`src/rtl/writeback_arbiter.sv`:
```
// writeback_arbiter: merges in-order MEM/WB results with buffered multiplier completions onto the register-file write port.
module writeback_arbiter #(
    parameter int DEPTH        = 2,
    parameter int STARVE_LIMIT = 4
) (
    input  logic        clk,
    input  logic        rst,
    input  logic        pipe_valid,
    input  logic        pipe_reg_write,
    input  logic        pipe_mem_to_reg,
    input  logic [4:0]  pipe_dest,
    input  logic [31:0] pipe_alu_result,
    input  logic [31:0] pipe_mem_data,
    input  logic        mul_valid,
    input  logic [4:0]  mul_dest,
    input  logic [31:0] mul_result,
    output logic        mul_ready,
    output logic        RegWrite,
    output logic [4:0]  WriteReg,
    output logic [31:0] WriteData,
    output logic        stall_pipe
);
    localparam int AW = $clog2(DEPTH);
    localparam int CW = AW + 1;
    localparam int SW = $clog2(STARVE_LIMIT + 1);
    logic [4:0]       f_dest [DEPTH];
    logic [31:0]      f_data [DEPTH];
    logic [DEPTH-1:0] f_vld;
    logic [AW-1:0]    rptr, wptr, h1, didx;
    logic [CW-1:0]    count;
    logic [SW-1:0]    starve, starve_next;
    logic             pipe_w, n0, n1, v0, v1, skip, drain, enq;
    logic [1:0]       pops;
    assign pipe_w    = pipe_valid & pipe_reg_write & (pipe_dest != 5'd0);
    assign mul_ready = count != CW'(DEPTH);
    assign h1        = rptr + AW'(1);
    // An invalidated head is skipped for free, letting the entry behind it use this slot.
    always_comb begin
        n0    = count != '0;
        n1    = count > CW'(1);
        v0    = n0 & f_vld[rptr];
        v1    = n1 & f_vld[h1];
        skip  = n0 & ~v0;
        drain = ~pipe_w & (v0 | (skip & v1));
        didx  = v0 ? rptr : h1;
        pops  = skip ? ((~pipe_w & v1) ? 2'd2 : 2'd1) : {1'b0, drain};
        enq   = mul_valid & mul_ready & (mul_dest != 5'd0) & ~(pipe_w & (mul_dest == pipe_dest));
        starve_next = (pops != 2'd0 || !n0) ? '0 :
                      (pipe_w && starve != SW'(STARVE_LIMIT)) ? starve + SW'(1) : starve;
    end
    always_ff @(posedge clk) begin
        if (enq) begin
            f_dest[wptr] <= mul_dest;
            f_data[wptr] <= mul_result;
        end
    end
    always_ff @(posedge clk or posedge rst) begin
        if (rst) begin
            RegWrite   <= 1'b0;
            WriteReg   <= '0;
            WriteData  <= '0;
            stall_pipe <= 1'b0;
            f_vld      <= '0;
            rptr       <= '0;
            wptr       <= '0;
            count      <= '0;
            starve     <= '0;
        end else begin
            RegWrite <= pipe_w | drain;
            if (pipe_w) begin
                WriteReg  <= pipe_dest;
                WriteData <= pipe_mem_to_reg ? pipe_mem_data : pipe_alu_result;
            end else if (drain) begin
                WriteReg  <= f_dest[didx];
                WriteData <= f_data[didx];
            end
            // A younger pipeline write to the same register makes buffered results stale.
            for (int i = 0; i < DEPTH; i++)
                if (pipe_w && f_dest[i] == pipe_dest) f_vld[i] <= 1'b0;
            if (pops != 2'd0) f_vld[rptr] <= 1'b0;
            if (pops == 2'd2) f_vld[h1] <= 1'b0;
            if (enq) f_vld[wptr] <= 1'b1;
            wptr       <= wptr + AW'(enq);
            rptr       <= rptr + AW'(pops);
            count      <= count + CW'(enq) - CW'(pops);
            starve     <= starve_next;
            stall_pipe <= starve_next == SW'(STARVE_LIMIT);
        end
    end
endmodule

```
`config.mk`:
```
export PLATFORM = sky130hd
export DESIGN_NAME = writeback_arbiter
export DESIGN_NICKNAME = d
export VERILOG_FILES = /design/src/rtl/writeback_arbiter.sv
export SDC_FILE = /design/constraint.sdc
export NUM_CORES = 1
export LEC_CHECK = 0
export CORE_UTILIZATION = 35
export DETAILED_ROUTE_END_ITERATION = 6
export DONT_BUFFER_PORTS = 1
export GPL_TIMING_DRIVEN = 0
export PLACE_DENSITY = 0.51
export SYNTH_ARGS = -nofsm -noshare
export SYNTH_HDL_FRONTEND = slang
export SYNTH_SLANG_ARGS = --single-unit
```
`constraint.sdc`:
```
create_clock -name clk -period 3.85 [get_ports clk]
set_input_delay 0.77 -clock clk [delete_from_list [all_inputs] [get_ports clk]]
set_output_delay 0.77 -clock clk [all_outputs]
set_load 0.005 [all_outputs]
```
### After elaboration in Yosys (flattened, before gate mapping)

Memory sizes are Yosys's and may differ from the RTL's.
Index checks and enable logic that the tools add are counted.
W data, S select, Z words.

* flip-flop bits (word level): 48
* bits in latches: 0
* bits in writable memories: 74
* bits in read-only memories: 0
* bits of input ports: 112
* word-level logic and storage cells: 93
* memories kept: 2

* $add $sub $neg: 6
* $mul: 0
* divide/modulo/power cells: 0
* $lt $le $gt $ge: 7
* equality and inequality tests: 7
* shift-type cells: 0
* muxes and demuxes: 27
* bitwise logic cells: 22
* reductions and logical operators: 13

Memories
* f_data: words 2, width 32, read ports 1, clocked after memory_dff 0, wr ports 1, line 27 `logic [31:0] f_data [DEPTH];`
* f_dest: words 2, width 5, read ports 3, clocked after memory_dff 0, wr ports 1, line 26 `logic [4:0] f_dest [DEPTH];`

Operators by type and width (number)
* $mux W32: 3
* $eq A5 B5 Y1: 3
* $and A1 B1 Y1: 12
* $mux W1: 12
* $mux W2: 5
* $mux W5: 2
* $reduce_bool A5 Y1: 2
* $logic_and A1 B1 Y1: 6
* $lt A1 B2 Y1 const B: 3
* $mux W3: 2
* $reduce_bool A2 Y1: 3
* $and A2 B2 Y2: 2
* $not A2 Y2: 2
* $add A3 B1 Y3 const B: 1
* $demux W1 S1: 3
* $eq A3 B3 Y1 const B: 1
* $ge A1 B1 Y1 const B: 3
* $ne A3 B3 Y1 const B: 1
* $not A1 Y1: 3
* $add A1 B1 Y1: 2
* $add A2 B1 Y2: 1
* $eq A2 B2 Y1 const B: 1
* $gt A2 B1 Y1 const B: 1
* $ne A2 B2 Y1 const B: 1
* 6 further kinds: 7

### Longest topological paths before layout

Gate-level depths: netlist (run 1).

* word-level depth: 15
* depth in mapped cells: 11

### Worst setup path before layout (run 1)

No wires, ideal clock.

* kind: input -> register
* from: input pipe_dest[1]
* to: memory f_data[0][0] (enable)
* library setup time: 0.398 ns
* data arrival time: 2.765 ns
* data required time: 3.452 ns
* slack: 0.687 ns
* stages on the path: 5
* path buffers: 1
* path through: or4_4 -> o21a_1 -> buf_6 -> a41oi_4 -> ha_1

* word-level cells in the longest chain between the ends: 7
* elaborated cells on any way between the ends: 8

Ends and longest elaborated chain
* start: declaration: line 11 `input logic [4:0] pipe_dest,`
* $reduce_bool A5 Y1: line 34 `assign pipe_w = pipe_valid & pipe_reg_write & (pipe_dest != 5'd0);`
* $and A1 B1 Y1: line 34
* $and A1 B1 Y1 *: line 47 `enq = mul_valid & mul_ready & (mul_dest != 5'd0) & ~(pipe_w & (mul_dest == pipe_dest));`
* $not A1 Y1 *: line 47
* $and A1 B1 Y1 *: line 47
* $mux W1 *: line 52 `if (enq) begin`
* $mux W1 (implied by the code) *: line 54 `f_data[wptr] <= mul_result;`
* end: declaration: line 27

Every way passes the cells marked *; elsewhere a longest branch is shown, timed or not.

### Worst setup path in the final report (run 1)

Ends and elaborated chain as after synthesis.

==> results of run 1 <==
## worst reg2reg max path: cells and delay by family, from the launching register on
kind                     cells  cell delay (ns)
adder cells (fa/ha/maj)      1             0.53
buffers and inverters        2             0.48
AO/OA/AOI/OAI                2             0.42
flip-flops                   1             0.37
AND/OR/NAND/NOR              1             0.21
## cells in the mapped netlist (2+ instances only)
master | n | area share
o22ai_1 | 2 | 0.0023
ha_1 | 6 | 0.014
o211ai_1 | 2 | 0.0028
a21oi_1 | 7 | 0.0064
xor2_1 | 9 | 0.014
nor2_1 | 7 | 0.0048
o221ai_1 | 32 | 0.051
edfxtp_1 | 74 | 0.41
nand3_1 | 36 | 0.033
clkbuf_1 | 9 | 0.0062
buf_6 | 6 | 0.012
dfrtp_1 | 48 | 0.22
a32oi_1 | 5 | 0.0080
mux2i_1 | 69 | 0.13
nand2_1 | 6 | 0.0041
nor4_1 | 3 | 0.0034
nor2b_1 | 3 | 0.0034
xnor2_1 | 9 | 0.014
o21a_1 | 2 | 0.0028
o21ai_0 | 8 | 0.0074
buf_4 | 4 | 0.0055
nand2b_1 | 2 | 0.0023
inv_1 | 6 | 0.0041
buf_2 | 11 | 0.010
## power groups by stage
stage,sequential (mW),combinational (mW),clock [mW]
final,2.10,1.69,1.76
after global routing,2.14,1.85,1.84
after CTS,2.10,1.71,1.79
after detailed placement,2.13,1.71,0
after global placement,2.13,1.64,0
after floorplan,2.04,1.27,0
## per-layer routing
layer  vias up  track usage  routed length (um)
met5         -            0                   0
met4         0       0.0567                 156
met3        13       0.0730                 854
met2       106        0.288                6530
met1      1696        0.208                5830
li1       1548            -                   -
## logic make-up after synthesis
logic type | after synthesis | synth area share
flip-flops | 122 | 0.629
multiplexers | 70 | 0.129
AO/OA/AOI/OAI | 66 | 0.0965
AND/OR/NAND/NOR | 66 | 0.0639
buffers and inverters | 37 | 0.0391
XOR/XNOR | 18 | 0.0290
adder cells (fa/ha/maj) | 6 | 0.0138
## registers in the layout, indices dropped and copies added (netlist names)
register	flops
f_data	64
WriteData	32
f_dest	10
WriteReg	5
starve	3
count	2
f_vld	2
RegWrite	1
rptr	1
stall_pipe	1
wptr	1
## per-stage QoR
step	power (mW)	TNS (ns)	cell area, um2	worst slack, ns	utilization
6_report	5.54	0	6390	1.32	0.421
5_1_grt	5.84	0	6390	1.27	0.421
4_1_cts	5.61	0	6390	1.33	0.421
3_5_place_dp	3.83	0	5740	0.868	0.378
3_3_place_gp	3.76	-8.54	5680	-0.121	0.374
2_1_floorplan	3.31	0	5440	0.687	-
## area by class of cell
type / count / area [um2] / share of cell area
buffer: 30 / 186 / 0.0292
clock buffer: 17 / 425 / 0.0665
clock inverter: 15 / 224 / 0.0350
inverter: 7 / 26.3 / 0.00411
multi-input combinational: 226 / 1810 / 0.284
sequential: 122 / 3420 / 0.535
tap: 188 / 235 / 0.0368
timing repair buffer: 3 / 60.1 / 0.00939
## cell usage in the layout, fill, tap and decap left out, drive strengths merged, types with 3 or more instances in the layout
cell | synthesis | routed
edfxtp | 74 | 74
mux2i | 69 | 69
dfrtp | 48 | 48
nand3 | 36 | 36
o221ai | 32 | 32
clkbuf | 9 | 26
buf | 21 | 24
o21ai | 10 | 10
xnor2 | 9 | 9
xor2 | 9 | 9
inv | 7 | 8
a21oi | 7 | 7
nor2 | 7 | 7
clkinv | 0 | 7
nand2 | 6 | 6
ha | 6 | 6
a32oi | 5 | 5
bufinv | 0 | 5
nor2b | 3 | 3
nor4 | 3 | 3
## final timing paths
kind	endpoint
max in group asynchronous	RegWrite
worst min register to register	f_vld[0]
worst max-delay path	f_data[0][0]
worst min-delay path	WriteData[7]
worst max register to register	f_data[0][0]
min in group clk	f_data[0][14]
==> out/metrics.csv, run 1 <==
metric,value,unit
status,finished clean,
num_antenna_cells,0,
worst_setup_path_end_kind,register,
synth-seq-area-share,0.629,
num_rows,45,
avgViaCountPerCell,5.53,
insertion_delay,0.42,ns
hold_buffers,0,
wire_per_inst,22.0,um
clkTransAtPathRegs,0.06,ns
hold_path_class,in -> async,
clkPwrFrac,0.317,
r2r_cells,6,
leakagePower,2.49,nW
worstSetupPathType,in -> reg,
irDropWorstVdd,0.000320,V
post-cts-setup-buffers,0,
cts_buffers,17,
dpl.hpwl,9060,um
nets,525,
core-area,15200,um2
fill_cells,1407,
antenna_found_initial,0,
p_int,3.70,mW
crit_fanout,24,
worstPathCellList,or4_4 -> o21a_1 -> buf_6 -> a41oi_4 -> ha_2 -> buf_12,
seqPwrFrac,0.379,
synth_edf_count,74,
path_buf_inv,2,
drt_pre_antenna_iters,4,
grt_setup_unrepaired,false,
post-place-cells,576,
io_pins,152,
setup_viol,0,
cts_tree,yes,
cellPowerDensity,867,nW/um2
antenna_left,0,
whs,0.277,ns
slowest_stage,or4_4,
period_needed,2.53,ns
die_w,127,um
drt_iter0_drc,146,
cp.arrival,2.65,ns
combinationalPowerShare,0.304,
clock_tree.root_cell,clkbuf_16,
fp.dieArea,16100,um2
cts_resized,0,
synth_area,5440,um2
cap_violations,0,
worstMarginPinSlew,0.826,ns
crit_path_start,pipe_dest[1],
p_switching,1.84,mW
layout.cells.non_filler,608,
cp.depth,6,
via_count,3363,
synthCells,385,
syn_area_per_cell,14.1,um2
portBuffers,0,
synthArstFlopShare,0.393,
syn_to_final_growth,17.4,%
critPathMaxStageDelay,0.54,ns
yosysWarningCount,0,
wl,13400,um
numClockSinks,122,
yosys_register_bits,122,
relSlewSlack,0.449,
r2r_setup_slack,1.53,ns
crit_required,3.97,ns
overflow,0,
path_delay_family,simple AND/OR/NAND/NOR gates,
ys.flop_type,edfxtp_1,
period_share,0.656,
die_h,127,um
track_usage,0.175,
gp_congestion,0.771,
r2r_start,count[1],
fmax,396,MHz
finalHoldViolations,0,
grt_pass1_wl,20000,um
htree_levels,4,
cts.path.max_buffers,2,
fin_skew,0.00699,ns
critPathLaunchType,input port,
switching_share,0.332,
final_max_slew_viol_count,0,
first_global_vias,3410,
layout-drive-gt1-share,0.157,
drc,0,
ys_types,43,
synth_fp_nets,503,
grt_max_degree,28,
start_util,0.358,
Note: power is estimated with default switching activity, not from simulation.
==> inputs of run 2 (changes only) <==
--- a/config.mk
+++ b/config.mk
@@ -5,6 +5,7 @@
 export SDC_FILE = /design/constraint.sdc
 export NUM_CORES = 1
 export LEC_CHECK = 0
+export ABC_AREA = 1
 export CORE_UTILIZATION = 35
 export DETAILED_ROUTE_END_ITERATION = 6
 export DONT_BUFFER_PORTS = 1
==> constraint.sdc (replaced) <==
create_clock -name clk -period 2.49 [get_ports clk]
set_input_delay 0.498 -clock clk [delete_from_list [all_inputs] [get_ports clk]]
set_output_delay 0.498 -clock clk [all_outputs]
set_load 0.005 [all_outputs]
==> run 2 against run 1 <==
  * Via count rose by 23%
  * Cell count up 45%
  * Clock skew is 0.0096 ns higher
  * Clock power up 25%
  * Global-route usage shrank 0.23 points
  * Worst hold slack worse by 0.10 ns
  * Die area grew 13%
  * Highest routed layer is now met5
  * Sequential power increased by 55%
  * Critical path type unchanged
  * Setup slack worse by 1.1 ns
  * Register-to-register slack got worse by 1.0 ns
  * Flip-flop and latch count unchanged
  * Count of clock-buffer cells in the layout grew 5
==> out/metrics.csv, run 2 <==
metric,value,unit,change
final_max_slew_viol_count,0,,unchanged
worstPathCellList,buf_2 -> nor2_1 -> nand3_2 -> nand2_4 -> inv_2 -> buf_4 -> nand3_1 -> nand2_1 -> inv_1 -> ha_2 -> buf_12,,
synth-seq-area-share,0.556,,-0.0733
crit_path_start,pipe_dest[2],,
insertion_delay,0.42,ns,about the same
synth_top_cell_by_area,edfxtp_1,,
busiest_layer,met2,,
setup_viol,0,,unchanged
first_global_vias,4224,,+24%
ys_types,32,,-26%
cts_buffers,17,,unchanged
grt_pass1_wl,23100,um,+16%
layout-drive-gt1-share,0.191,,+0.0334
synthArstFlopShare,0.393,,unchanged
fin_ws,0.226,ns,-1.10 ns
critPathLaunchType,input port,,
irDropWorstVdd,0.000650,V,+100%
synth_edf_count,74,,unchanged
totalNegativeSetupSlack,0,ns,unchanged
cellPowerDensity,1300,nW/um2,+51%
core-area,17200,um2,+13%
clkTransAtPathRegs,0.05,ns,about the same
fmax,442,MHz,
critPathMaxStageDelay,0.44,ns,-0.10 ns
worstSetupPathType,in -> reg,,
switching_share,0.391,,+0.0595
fp.dieArea,18100,um2,+13%
path_delay_family,buffers and inverters,,
final_cell_mix,"170 x nand2_1, 85 x inv_1, 75 x nand3_1, 74 x edfxtp_1, 48 x dfrtp_1",,
syn_to_final_growth,14.3,%,
status,finished clean,,
clkPwrFrac,0.239,,-0.078
num_antenna_cells,0,,unchanged
num_rows,48,,+6.7%
worst_setup_path_end_kind,register,,
io_pins,152,,unchanged
cts.path.max_buffers,2,,unchanged
drt_iter0_drc,217,,+49%
synth_fp_nets,738,,+47%
fill_cells,1673,,+19%
crit_fanout,25,,+4.2%
hold_path_class,in -> reg,,
ys.flop_type,edfxtp_1,,
largest_register_ffs,64,,unchanged
period_share,0.909,,
synth_area_leaders,"edfxtp_1 36%, dfrtp_1 19%, nand2_1 10%",,
die_w,135,um,+6.3%
path_buf_inv,5,,+3
period_needed,2.26,ns,
slowest_stage,ha_2,,
yosysWarningCount,0,,unchanged
start_util,0.358,,-0.000601
synthCells,620,,+61%
antenna_found_initial,1,,+1
htree_levels,4,,unchanged
reg_top3,"f_data: 64 flops, WriteData: 32 flops, f_dest: 10 flops",,
synthTopCellsByCount,"170 x nand2_1, 86 x inv_1, 75 x nand3_1",,
clock_tree.root_cell,clkbuf_16,,
p_int,5.59,mW,+51%
crit_required,2.59,ns,-1.38 ns
synth_top_cell_area_share,0.361,,-0.0476
synth_area,6160,um2,+13%
drt_pre_antenna_iters,4,,unchanged
portBuffers,0,,unchanged
worstMarginPinSlew,0.686,ns,-0.140 ns
leakagePower,3.22,nW,+29%
wire_per_inst,16.7,um,-24%
nets,761,,+45%
combinationalPowerShare,0.406,,+0.102
grtUsageMet2,0.291,,+0.00362
cts_tree,yes,,
dp_slack,-0.245,ns,-1.11 ns
min-delay-start,mul_result[16],,
track_usage,0.173,,-0.00234
via_count,4145,,+23%
finalHoldViolations,0,,unchanged
syn_area_per_cell,9.94,um2,-30%
post-route-util,0.409,,-0.0120
wl,14700,um,+10%
r2r_start,count[1],,
post-cts-setup-buffers,0,,unchanged
seqPwrFrac,0.355,,-0.024
overflow,0,,unchanged
grt_setup_unrepaired,false,,
die_h,135,um,+6.3%
avgViaCountPerCell,4.70,,-15%
drc,0,,unchanged
synth_most_common_cell,nand2_1,,
cap_violations,0,,unchanged
fin_skew,0.0166,ns,+0.00959 ns
antenna_left,0,,unchanged
grt_max_degree,37,,+32%
yosys_register_bits,122,,unchanged
largest_register,f_data,,
relSlewSlack,0.543,,+0.0935
gp_congestion,0.839,,+8.9%
p_switching,3.60,mW,+96%
mostFrequentLayoutCell,nand2_1,,
met1_usage,0.206,,-0.00215
cp.arrival,2.36,ns,-0.29 ns
gr-usage-met3,0.0492,,-0.0238
numClockSinks,122,,unchanged
dpl.hpwl,10500,um,+16%
## run 2: logic make-up after synthesis
kind of cell               after synthesis  synth area share
and+or+nand+nor                        325             0.270
DFF                                    122             0.556
buffers and inverters                  116            0.0873
muxes                                   24            0.0439
xor gates and xnor gates                15            0.0213
AOI/OAI and AO/OA                       12           0.00974
adders and majority gates                6            0.0122
## run 2: layout make-up
class                           count  area, um2  share of cell area
Clock buffer                       22        444              0.0631
Clock inverter                     10       78.8              0.0112
Multi-Input combinational cell    382       2210               0.313
Tap cell                          225        282              0.0400
Inverter                           90        348              0.0494
Sequential cell                   122       3420               0.486
Buffer                             26        190              0.0270
Timing Repair Buffer                4       70.1             0.00995
## run 2: path summary, 6_finish.rpt
kind                                 end  slack, ns  depth (start not counted)
min in group asynchronous  WriteData[12]       0.52                          2
hold / removal             f_data[1][16]       0.17                          0
hold reg to reg            WriteData[29]       0.51                          2
setup reg to reg            f_dest[1][4]       0.53                          7
max in group asynchronous       f_vld[1]       1.44                          3
setup / recovery            f_dest[1][4]       0.23                         11
## run 2: power by group through the flow
stage               sequential, mW  clock [mW]  combinational (mW)
floorplan                     3.19           0                2.90
global placement              3.31           0                3.66
detailed placement            3.30           0                3.80
CTS                           3.27        2.25                3.82
global route                  3.33        2.34                4.22
finish                        3.26        2.20                3.73
## run 2: per-layer routing
metal / part of all wire / vias to the layer above / wire length (um)
li1: - / 2033 / -
met2: 0.50 / 142 / 7400
met4: 0.014 / 2 / 204
met3: 0.065 / 15 / 954
met5: 0.0011 / - / 16
met1: 0.42 / 1953 / 6170
## run 2: per-stage QoR
step / cells / area (um2) / total power [mW] / hold slack [ns]
after floorplan: 620 / 6160 / 6.10 / 0.472
after global placement: 845 / 6440 / 6.97 / 0.497
after detailed placement: 848 / 6510 / 7.10 / 0.366
after CTS: 881 / 7040 / 9.35 / 0.155
after global routing: 881 / 7040 / 9.89 / 0.153
final: 881 / 7040 / 9.19 / 0.174
## run 2: timing repair
item | CTS | global route
endpoints found under the hold margin | 12 | 0
hold buffers | 1 | 0
gates resized for setup | 0 | 0
==> inputs of run 3 (changes only) <==
==> constraint.sdc (replaced) <==
create_clock -name clk -period 2.49 [get_ports clk]
set_input_delay 0.1245 -clock clk [delete_from_list [all_inputs] [get_ports clk]]
set_output_delay 0.1245 -clock clk [all_outputs]
set_load 0.005 [all_outputs]
==> run 3 against run 2 <==
  * Core utilization is 5.0 points higher
  * Maximum frequency is 15% higher
  * Sequential power hardly changed
  * Combinational power is 4% higher
  * Clock skew fell by 0.0051 ns
  * Non-clock buffer count increased by 86
  * Critical path depth decreased by 4
  * Sequential share of layout area down 5.3 points
  * Clock power about the same
==> out/metrics.csv, run 3 (synthesis results as in run 2) <==
metric,value,unit,change
status,finished clean,,
dpl.hpwl,10500,um,unchanged
topRoutingLayerUsed,met4,,
path_delay_family,adder cells,,
critPathMaxStageDelay,0.44,ns,about the same
mostFrequentLayoutCell,nand2_1,,
htree_levels,4,,unchanged
track_usage,0.180,,+0.00723
drt_pre_antenna_iters,4,,unchanged
largest_register_ffs,64,,unchanged
period_share,0.787,,-0.122
relSlewSlack,0.531,,-0.0116
start_util,0.358,,unchanged
hold_path_class,in -> reg,,
whs,0.0232,ns,-0.151 ns
wl_met3,734,um,-23%
gp_congestion,0.839,,unchanged
stdcell_area,7900,um2,+12%
final_cell_mix,"170 x nand2_1, 87 x dlygate4sd3_1, 85 x inv_1, 75 x nand3_1, 74 x edfxtp_1",,
num_rows,48,,unchanged
fp.dieArea,18100,um2,unchanged
largest_register,f_data,,
slowest_stage,ha_2,,
clkTransAtPathRegs,0.05,ns,about the same
fin_total_pwr,9.34,mW,+1.6%
crit_fanout,25,,unchanged
met1Wirelength,6630,um,+7.4%
antenna_found_initial,0,,-1
worstPathCellList,nand2_1 -> nand3_1 -> inv_1 -> nand2_1 -> inv_1 -> ha_2 -> buf_12,,
cts.path.max_buffers,2,,unchanged
via_count,4506,,+8.7%
worst_setup_path_end_kind,register,,
finalHoldViolations,0,,unchanged
critPathLaunchType,register,,
die_w,135,um,unchanged
grt_pass1_wl,24200,um,+5.0%
grt_setup_unrepaired,false,,
die_h,135,um,unchanged
fmax,510,MHz,+15%
final_max_slew_viol_count,0,,unchanged
drt_iter0_drc,182,,-16%
avgViaCountPerCell,4.66,,-0.96%
cts_tree,yes,,
worstSetupPathType,reg -> reg,,
cellPowerDensity,1180,nW/um2,-9.5%
nets,847,,+11%
irDropWorstVdd,0.000654,V,+0.63%
overflow,0,,unchanged
wl,15500,um,+5.0%
crit_required,2.59,ns,about the same
cap_violations,0,,unchanged
numClockSinks,122,,unchanged
drc,0,,unchanged
num_antenna_cells,0,,unchanged
cts_buffers,17,,unchanged
syn_to_final_growth,28.2,%,
core-area,17200,um2,unchanged
io_pins,152,,unchanged
portBuffers,0,,unchanged
fin_skew,0.0114,ns,-0.00513 ns
dr_wl_met2,7880,um,+6.5%
insertion_delay,0.41,ns,about the same
reg_top3,"f_data: 64 flops, WriteData: 32 flops, f_dest: 10 flops",,
layout-drive-gt1-share,0.168,,-0.0221
worstMarginPinSlew,0.703,ns,+0.0173 ns
setup_viol,0,,unchanged
path_buf_inv,3,,-2
grt_max_degree,37,,unchanged
post-cts-setup-buffers,0,,unchanged
antenna_left,0,,unchanged
leakagePower,3.57,nW,+11%
cp.arrival,2.07,ns,-0.29 ns
period_needed,1.96,ns,-0.304 ns
place_area,6510,um2,unchanged
totalNegativeSetupSlack,0,ns,unchanged
wire_per_inst,16.0,um,-4.3%
clock_tree.root_cell,clkbuf_16,,
first_global_vias,4593,,+8.7%
[run 3: cell count changes in the layout (fill, tap and decap cells not counted), sizes merged]
cell         delta
dlygate4sd3    +86
[run 3: timing repair]
action                     CTS  global route
hold endpoints to repair   148             0
resized for setup            0             0
hold buffers                87             0
setup endpoints to repair    0             0
[run 3: path summary, 6_finish.rpt]
kind / start / end / slack, ns / cells past startpoint
min reg2reg: WriteData[27] / WriteData[27] / 0.51 / 2
min: pipe_alu_result[9] / WriteData[9] / 0.02 / 3
max reg2reg: count[1] / f_data[1][31] / 0.53 / 7
max in group asynchronous: rst / f_vld[1] / 1.80 / 3
min in group asynchronous: rst / WriteData[12] / 0.15 / 2
max: count[1] / f_data[1][31] / 0.53 / 7
[run 3: worst register-to-register path, delay by kind of cell (launching register included)]
| family | cells | cell delay [ns] |
|---|---|---|
| buf+inv | 3 | 0.43 |
| flops | 1 | 0.43 |
| fa+ha+maj | 1 | 0.44 |
| simple gates | 3 | 0.34 |
[run 3: power breakdown]
group / internal (mW) / switching, mW / total (mW)
Combinational: 1.46 / 2.41 / 3.87
Clock: 1.35 / 0.844 / 2.20
Sequential: 2.88 / 0.388 / 3.27
[run 3: per-stage QoR]
stage	worst slack [ns]	utilization	instances
floorplan	0.0574	-	620
global placement	-0.874	0.374	845
detailed placement	0.129	0.378	848
CTS	0.479	0.458	967
global route	0.372	0.458	967
finish	0.529	0.458	967
[run 3: area by class of cell]
cell class	count	area [um2]
buffer	26	190
clock buffer	22	444
clock inverter	10	78.8
fill	1618	9330
inverter	90	348
multi-input combinational	382	2210
sequential	122	3420
tap	225	282
timing repair buffer	90	931
[run 3: routing by layer]
layer | up-vias | track usage
met5 | - | 0
met4 | 0 | 0.0755
met3 | 16 | 0.0417
met2 | 132 | 0.310
met1 | 2149 | 0.216
li1 | 2209 | -
